===== src/rtl/regfile_pkg.sv =====
// Shared constants and types for the 32x64 register file.
package regfile_pkg;
  localparam int DATA_W   = 64;
  localparam int ADDR_W   = 5;
  localparam int NUM_REGS = 2 ** ADDR_W;
  localparam int ZERO_REG = 31;

  typedef logic [DATA_W-1:0] reg_data_t;
  typedef logic [ADDR_W-1:0] reg_addr_t;
endpackage


===== src/rtl/regfile_if.sv =====
// Writeback write port plus two decode-stage read ports of the register file.
interface regfile_if;
  import regfile_pkg::*;

  logic      RegWrite;
  reg_addr_t WriteRegister;
  reg_data_t WriteData;
  reg_addr_t ReadRegister1;
  reg_addr_t ReadRegister2;
  reg_data_t ReadData1;
  reg_data_t ReadData2;

  modport master (
    output RegWrite, WriteRegister, WriteData, ReadRegister1, ReadRegister2,
    input  ReadData1, ReadData2
  );

  modport slave (
    input  RegWrite, WriteRegister, WriteData, ReadRegister1, ReadRegister2,
    output ReadData1, ReadData2
  );
endinterface


===== src/rtl/dec_5to32_en.sv =====
// Enabled 5-to-32 one-hot decoder built up from 1-to-2 leaves:
// a 2-to-4 stage on in[4:3] gates four 3-to-8 stages on in[2:0].
module dec_1to2 (
  input  logic       en,
  input  logic       in,
  output logic [1:0] out
);
  assign out = {en & in, en & ~in};
endmodule

module dec_2to4 (
  input  logic       en,
  input  logic [1:0] in,
  output logic [3:0] out
);
  logic [1:0] split;

  dec_1to2 u_split (.en(en), .in(in[1]), .out(split));
  dec_1to2 u_lo    (.en(split[0]), .in(in[0]), .out(out[1:0]));
  dec_1to2 u_hi    (.en(split[1]), .in(in[0]), .out(out[3:2]));
endmodule

module dec_3to8 (
  input  logic       en,
  input  logic [2:0] in,
  output logic [7:0] out
);
  logic [1:0] split;

  dec_1to2 u_split (.en(en), .in(in[2]), .out(split));
  dec_2to4 u_lo    (.en(split[0]), .in(in[1:0]), .out(out[3:0]));
  dec_2to4 u_hi    (.en(split[1]), .in(in[1:0]), .out(out[7:4]));
endmodule

module dec_5to32_en (
  input  logic        en,
  input  logic [4:0]  in,
  output logic [31:0] out
);
  logic [3:0] grp;

  dec_2to4 u_top (.en(en), .in(in[4:3]), .out(grp));

  for (genvar g = 0; g < 4; g++) begin : g_oct
    dec_3to8 u_oct (.en(grp[g]), .in(in[2:0]), .out(out[8*g +: 8]));
  end
endmodule


===== src/rtl/regfile_32x64.sv =====
// 32x64 register file: one clocked write port, two combinational read ports,
// register 31 hardwired to zero with no storage behind it.
module regfile_32x64
  import regfile_pkg::*;
(
  input  logic     clk,
  input  logic     reset,
  regfile_if.slave bus
);
  logic [NUM_REGS-1:0] en;
  reg_data_t           rf_q    [ZERO_REG];
  reg_data_t           rf_view [NUM_REGS];
  logic                unused_en_zero;

  dec_5to32_en u_dec (
    .en  (bus.RegWrite),
    .in  (bus.WriteRegister),
    .out (en)
  );

  // Writes aimed at the zero register decode but land nowhere.
  assign unused_en_zero = en[ZERO_REG];

  always_ff @(posedge clk) begin
    for (int i = 0; i < ZERO_REG; i++) begin
      if (reset) begin
        rf_q[i] <= '0;
      end else if (en[i]) begin
        rf_q[i] <= bus.WriteData;
      end
    end
  end

  always_comb begin
    for (int i = 0; i < NUM_REGS; i++) begin
      rf_view[i] = '0;
    end
    for (int i = 0; i < ZERO_REG; i++) begin
      rf_view[i] = rf_q[i];
    end
  end

  // No write-to-read bypass; forwarding is handled upstream in the pipeline.
  assign bus.ReadData1 = rf_view[bus.ReadRegister1];
  assign bus.ReadData2 = rf_view[bus.ReadRegister2];
endmodule

===== src/flat_wrapper.sv =====
// flat-port wrapper written by rule: the top's interface ports become plain ports
module regfile_32x64_flat import regfile_pkg::*;
  (clk, reset, bus_RegWrite, bus_WriteRegister, bus_WriteData, bus_ReadRegister1, bus_ReadRegister2, bus_ReadData1, bus_ReadData2);
  regfile_if bus_i ();
  input  logic clk;
  input  logic reset;
  input wire logic [$bits(bus_i.RegWrite)-1:0] bus_RegWrite;
  input wire logic [$bits(bus_i.WriteRegister)-1:0] bus_WriteRegister;
  input wire logic [$bits(bus_i.WriteData)-1:0] bus_WriteData;
  input wire logic [$bits(bus_i.ReadRegister1)-1:0] bus_ReadRegister1;
  input wire logic [$bits(bus_i.ReadRegister2)-1:0] bus_ReadRegister2;
  output wire logic [$bits(bus_i.ReadData1)-1:0] bus_ReadData1;
  output wire logic [$bits(bus_i.ReadData2)-1:0] bus_ReadData2;
  assign bus_i.RegWrite = bus_RegWrite;
  assign bus_i.WriteRegister = bus_WriteRegister;
  assign bus_i.WriteData = bus_WriteData;
  assign bus_i.ReadRegister1 = bus_ReadRegister1;
  assign bus_i.ReadRegister2 = bus_ReadRegister2;
  assign bus_ReadData1 = bus_i.ReadData1;
  assign bus_ReadData2 = bus_i.ReadData2;
  regfile_32x64 u_core (.clk(clk), .reset(reset), .bus(bus_i));
endmodule

===== config.mk =====
export PLATFORM = sky130hd
export DESIGN_NAME = regfile_32x64_flat
export DESIGN_NICKNAME = d
export VERILOG_FILES = /design/src/rtl/regfile_pkg.sv /design/src/rtl/regfile_if.sv /design/src/rtl/dec_5to32_en.sv /design/src/rtl/regfile_32x64.sv /design/src/flat_wrapper.sv
export SDC_FILE = /design/constraint.sdc
export NUM_CORES = 2
export LEC_CHECK = 0
export CORE_ASPECT_RATIO = 1.25
export CORE_MARGIN = 2
export CORE_UTILIZATION = 50
export DETAILED_ROUTE_END_ITERATION = 6
export DONT_BUFFER_PORTS = 1
export GPL_TIMING_DRIVEN = 0
export HOLD_SLACK_MARGIN = 0.12
export SKIP_CTS_REPAIR_TIMING = 1
export SYNTH_ARGS = -nofsm -noshare
export SYNTH_HDL_FRONTEND = slang
export SYNTH_SLANG_ARGS = --single-unit

===== constraint.sdc =====
create_clock -name clk -period 6.2 [get_ports clk]
set_input_delay 0.62 -clock clk [delete_from_list [all_inputs] [get_ports clk]]
set_output_delay 0.62 -clock clk [all_outputs]
set_load 0.02 [all_outputs]

### Word level (Yosys, flattened, before mapping)

Memory sizes are Yosys's and may differ from the RTL's.
Cells that the tools add are included.
W data, S select, Z words.

| storage, ports and cells | value |
|---|---|
| flip-flop bits (word level) | 0 |
| bits in latches | 0 |
| RAM bits | 1984 |
| ROM bits | 0 |
| bits of input ports | 82 |
| output and inout port bits | 128 |
| word-level logic and storage cells | 234 |
| memories | 1 |

Memory list:

| name | words | width | rd ports | clocked after Yosys merged registers in | wr ports | RTL line | source |
|---|---|---|---|---|---|---|---|
| u_core.rf_q | 31 | 64 | 31 | 0 | 31 | regfile_32x64.sv:11 | `reg_data_t rf_q [ZERO_REG];` |

| cells by class | value |
|---|---|
| add/subtract/negate cells | 0 |
| $mul | 0 |
| divide/modulo/power cells | 0 |
| magnitude comparators | 2 |
| equal/unequal tests | 0 |
| shift-type cells | 0 |
| multiplexer cells | 132 |
| bitwise operators | 99 |
| reductions and logical operators | 0 |

Operators with widths:

| kind | count |
|---|---|
| $mux W64 | 35 |
| $bmux W64 S5 | 2 |
| $mux W1 | 95 |
| $and A1 B1 Y1 | 61 |
| $or A1 B1 Y1 | 31 |
| $ge A6 B6 Y1 const B | 2 |
| $not A5 Y6 | 2 |
| $not A1 Y1 | 5 |

### Depth between registers and ports, before layout

| depth | value |
|---|---|
| depth after elaboration | 10 |
| mapped depth | 8 |
| depth with buffers taken out | 4 |

### Cells and area by module

A second synthesis with hierarchy kept.

| second synthesis, totals | value |
|---|---|
| cells, all modules | 7577 |
| area, all modules | 107104.0 um2 |

By module, submodules not included:

| module | instances | cells each | area an instance (um2) | sequential area each (um2) |
|---|---|---|---|---|
| regfile_32x64 | 1 | 7515 | 106599.7 | 59577.1 |
| dec_1to2 | 31 | 2 | 16.3 | 0.0 |

### Worst setup path before layout

Ideal clock, no wire load.

| timing path | value |
|---|---|
| path type | input port to flip-flop |
| start | input port bus_WriteRegister[4] |
| end | memory u_core.rf_q[0][256] (netlist bit), enable pin |
| library setup time | 499 ps |
| arrival | 4190 ps |
| data required time | 5701 ps |
| slack | 1510 ps |
| stages | 3 |
| buffers on the path | 0 |
| path through | and2b_1 > nand2_1 > o21bai_1 |

RTL lines:

| item | RTL line | source |
|---|---|---|
| from (decl) | flat_wrapper.sv:8 | `input wire logic [$bits(bus_i.WriteRegister)-1:0] bus_WriteRegister;` |
| to (decl) | regfile_32x64.sv:11 |  |

### Worst setup path in the final report

| timing path | value |
|---|---|
| start | input port bus_ReadRegister1[4] |
| end | output port bus_ReadData1[33] |

| between the ends | value |
|---|---|
| longest elaborated chain between the ends | 4 |

Ends and longest elaborated chain:

| item | RTL line | source |
|---|---|---|
| from (decl) | flat_wrapper.sv:10 | `input wire logic [$bits(bus_i.ReadRegister1)-1:0] bus_ReadRegister1;` |
| $not A5 Y6 (implied by the code) | regfile_32x64.sv:44 | `assign bus.ReadData1 = rf_view[bus.ReadRegister1];` |
| $bmux W64 S5 | regfile_32x64.sv:44 |  |
| $mux W64 (implied by the code) (2 in series) | regfile_32x64.sv:44 |  |
| to (decl) | flat_wrapper.sv:12 | `output wire logic [$bits(bus_i.ReadData1)-1:0] bus_ReadData1;` |

No other way between the ends. The select of a mux whose other input is x is not followed.

==> reports/metrics.yaml <==
hold_ws_ns: 0.191
vias_per_cell: 7.13
grt_start_max_net_pins: 26
rsz0062_at_grt: "no"
tritoncts: "yes"
violations: "design-rule violations, max-capacitance violations, max-slew violations"
synthesis.nets: 7478
synthFlopType: "edfxtp_1"
wire_per_inst_um: 44.0
initial_core_util_pct: 50.2
synthArstFlopShare_pct: 0
met2_usage_pct: 66.1
max_stage_delay_ns: 1.17
gr-usage-met1_pct: 50.1
drt_iter0_drc: 13200
syn_avg_cell_area_sq_um: 14.2
drv_slew: 82
cts_made_buffers: 212
path_max_fanout: 12
setup_violations: 0
rows: 188
final_cells: 10800
finalPower_w: 0.0325
io_pins: 210
synth_cell_types: 38
cts_htree_levels: 4
drc_errors: 6
wl_um: 474000
areaGrowthSynthToFinish_pct: 13.0
hold_class: "in -> reg"
status: "finished with violations"
track_usage_pct: 43.4
grt_busiest_layer: "met2"
drv_cap: 8
ys_seq_elements: 1984
cts_sinks: 1984
syn_inst: 7396
path_clk_slew_ns: 0.06
die_w_um: 414
grt_pass1_wl_um: 624000
die_area_sq_um: 214000
final_common_cell: "and2_1"
coreArea_sq_um: 209000
crit_slowest_cell: "a211oi_1"
period_share_pct: 88.9
crit_required_ns: 5.58
finalHoldViolations: 0
path_class: "in -> out"
cts-root-buf: "clkbuf_16"
finalWeightedCongestion: 0.959
synth_warnings: 0
arrival_ns: 4.89
ant_nets: 0
tightestPinTransition_ns: 1.79
dpl.cell_count: 10300
fin_crit_ns: 5.51
crit_chain: "buf_2 -> buf_4 -> nor2_1 -> nand2_2 -> clkbuf_2 -> o22ai_1 -> a211oi_1"
place_area_sq_um: 112000
clk_path_buf_depth: 4
largest_register: "u_core.rf_q"
grt-ovfl-total: 0
reg.largest.list: "u_core.rf_q (1984)"
vias: 76900
nets: 7877
vdd_drop_max_mv: 0.252
final_core_util_pct: 56.7
fmax_mhz: 181
dieHeight_um: 517
cp-start-kind: "primary input"
hpwl_um: 333000
synth_area_sq_um: 105000
synth_enable_flop_cells: 1984
finalInstanceArea_sq_um: 119000
ys_seq_area_share_pct: 56.7
portBuffers: 0
power.leakage_nw: 41.4
crit_path_end_kind: "output port"
use_met3_pct: 15.9
max_slew_margin_pct: -19.5
dr.pass1.iters: 7
filler_cell_count: 16800
antenna_found_initial: 76
final_cell_mix: "and2_1, edfxtp_1, mux2i_1, mux4_2, clkbuf_1"
drive_gt1_share_pct: 16.4
largest_register_ffs: 1984
grt_pass1_vias: 73800
power_density_nw_per_um2: 274
synth_stat cells, types with 8 or more instances:
cell type  number  area (sq um)
edfxtp_1     1984         59600
o21ai_0        76           380
o211ai_1      129           968
a221oi_1       76           666
buf_2         135           676
nand3_1        57           285
a21boi_0       76           571
buf_1          35           131
nor2_2         17           106
nor2b_1         8          50.1
inv_1         129           484
and2_1       1989         12400
mux2i_1       640          6410
nor2_1         11          41.3
a22oi_1       208          1560
nand2_1        82           308
mux4_2        640         14400
nor2_4          9           101
o221ai_1      127          1110
o22ai_1       152           951
buf_4          42           315
clkbuf_1      585          2200
o21bai_1       31           233
nand4_1        53           332
a211oi_1       76           571
power breakdown:
part	internal, W	switching (W)	total, W
clock network	0.00663	0.00556	0.0122
logic	0.00149	0.00293	0.00442
registers	0.0155	0.000418	0.0159
total	0.0236	0.00891	0.0325
final timing paths:
path | cells past startpoint | from | to
min | 1 | reset | u_core.rf_q[1][98]
max | 7 | bus_ReadRegister1[4] | bus_ReadData1[33]
critical path, delay by kind of cell:
kind / cells / cell delay [ns]
buf+inv: 3 / 1.78
compound gates: 2 / 1.43
simple gates: 2 / 0.99
routing by layer:
metal	vias to the layer above	routed length (um)	share of wire (%)
met1	39100	155000	33
met5	-	329	0.069
met4	39	43700	9.2
li1	29200	-	-
met2	6678	211000	45
met3	1900	64000	13
metrics by stage:
step / setup TNS [ns] / setup slack (ns)
finish: 0 / 0.686
global route: 0 / 0.921
global placement: -6310.33 / -4.33
detailed placement: 0 / 1.13
CTS: 0 / 1.12
floorplan: 0 / 1.51
area by class of cell:
| type | instances | area, sq um | share of cell area [%] |
|---|---|---|---|
| Multi-Input combinational cell | 4478 | 42200 | 35.5 |
| Inverter | 130 | 488 | 0.411 |
| Clock buffer | 268 | 5580 | 4.70 |
| Antenna cell | 84 | 210 | 0.177 |
| Clock inverter | 93 | 643 | 0.541 |
| Tap cell | 2755 | 3450 | 2.90 |
| Buffer | 804 | 3420 | 2.88 |
| Timing Repair Buffer | 185 | 3260 | 2.74 |
| Sequential cell | 1984 | 59600 | 50.2 |
logic make-up (layout without fill, tap and decap cells):
family | Yosys count | count (layout) | share of synthesized area (%)
buffers and inverters | 934 | 1480 | 3.70
DFF | 1984 | 1984 | 56.7
and+or+nand+nor | 2247 | 2247 | 13.2
AOI/OAI and AO/OA | 951 | 951 | 6.67
other | 0 | 84 | 0
muxes | 1280 | 1280 | 19.8
(Power assumes the default switching activity.)
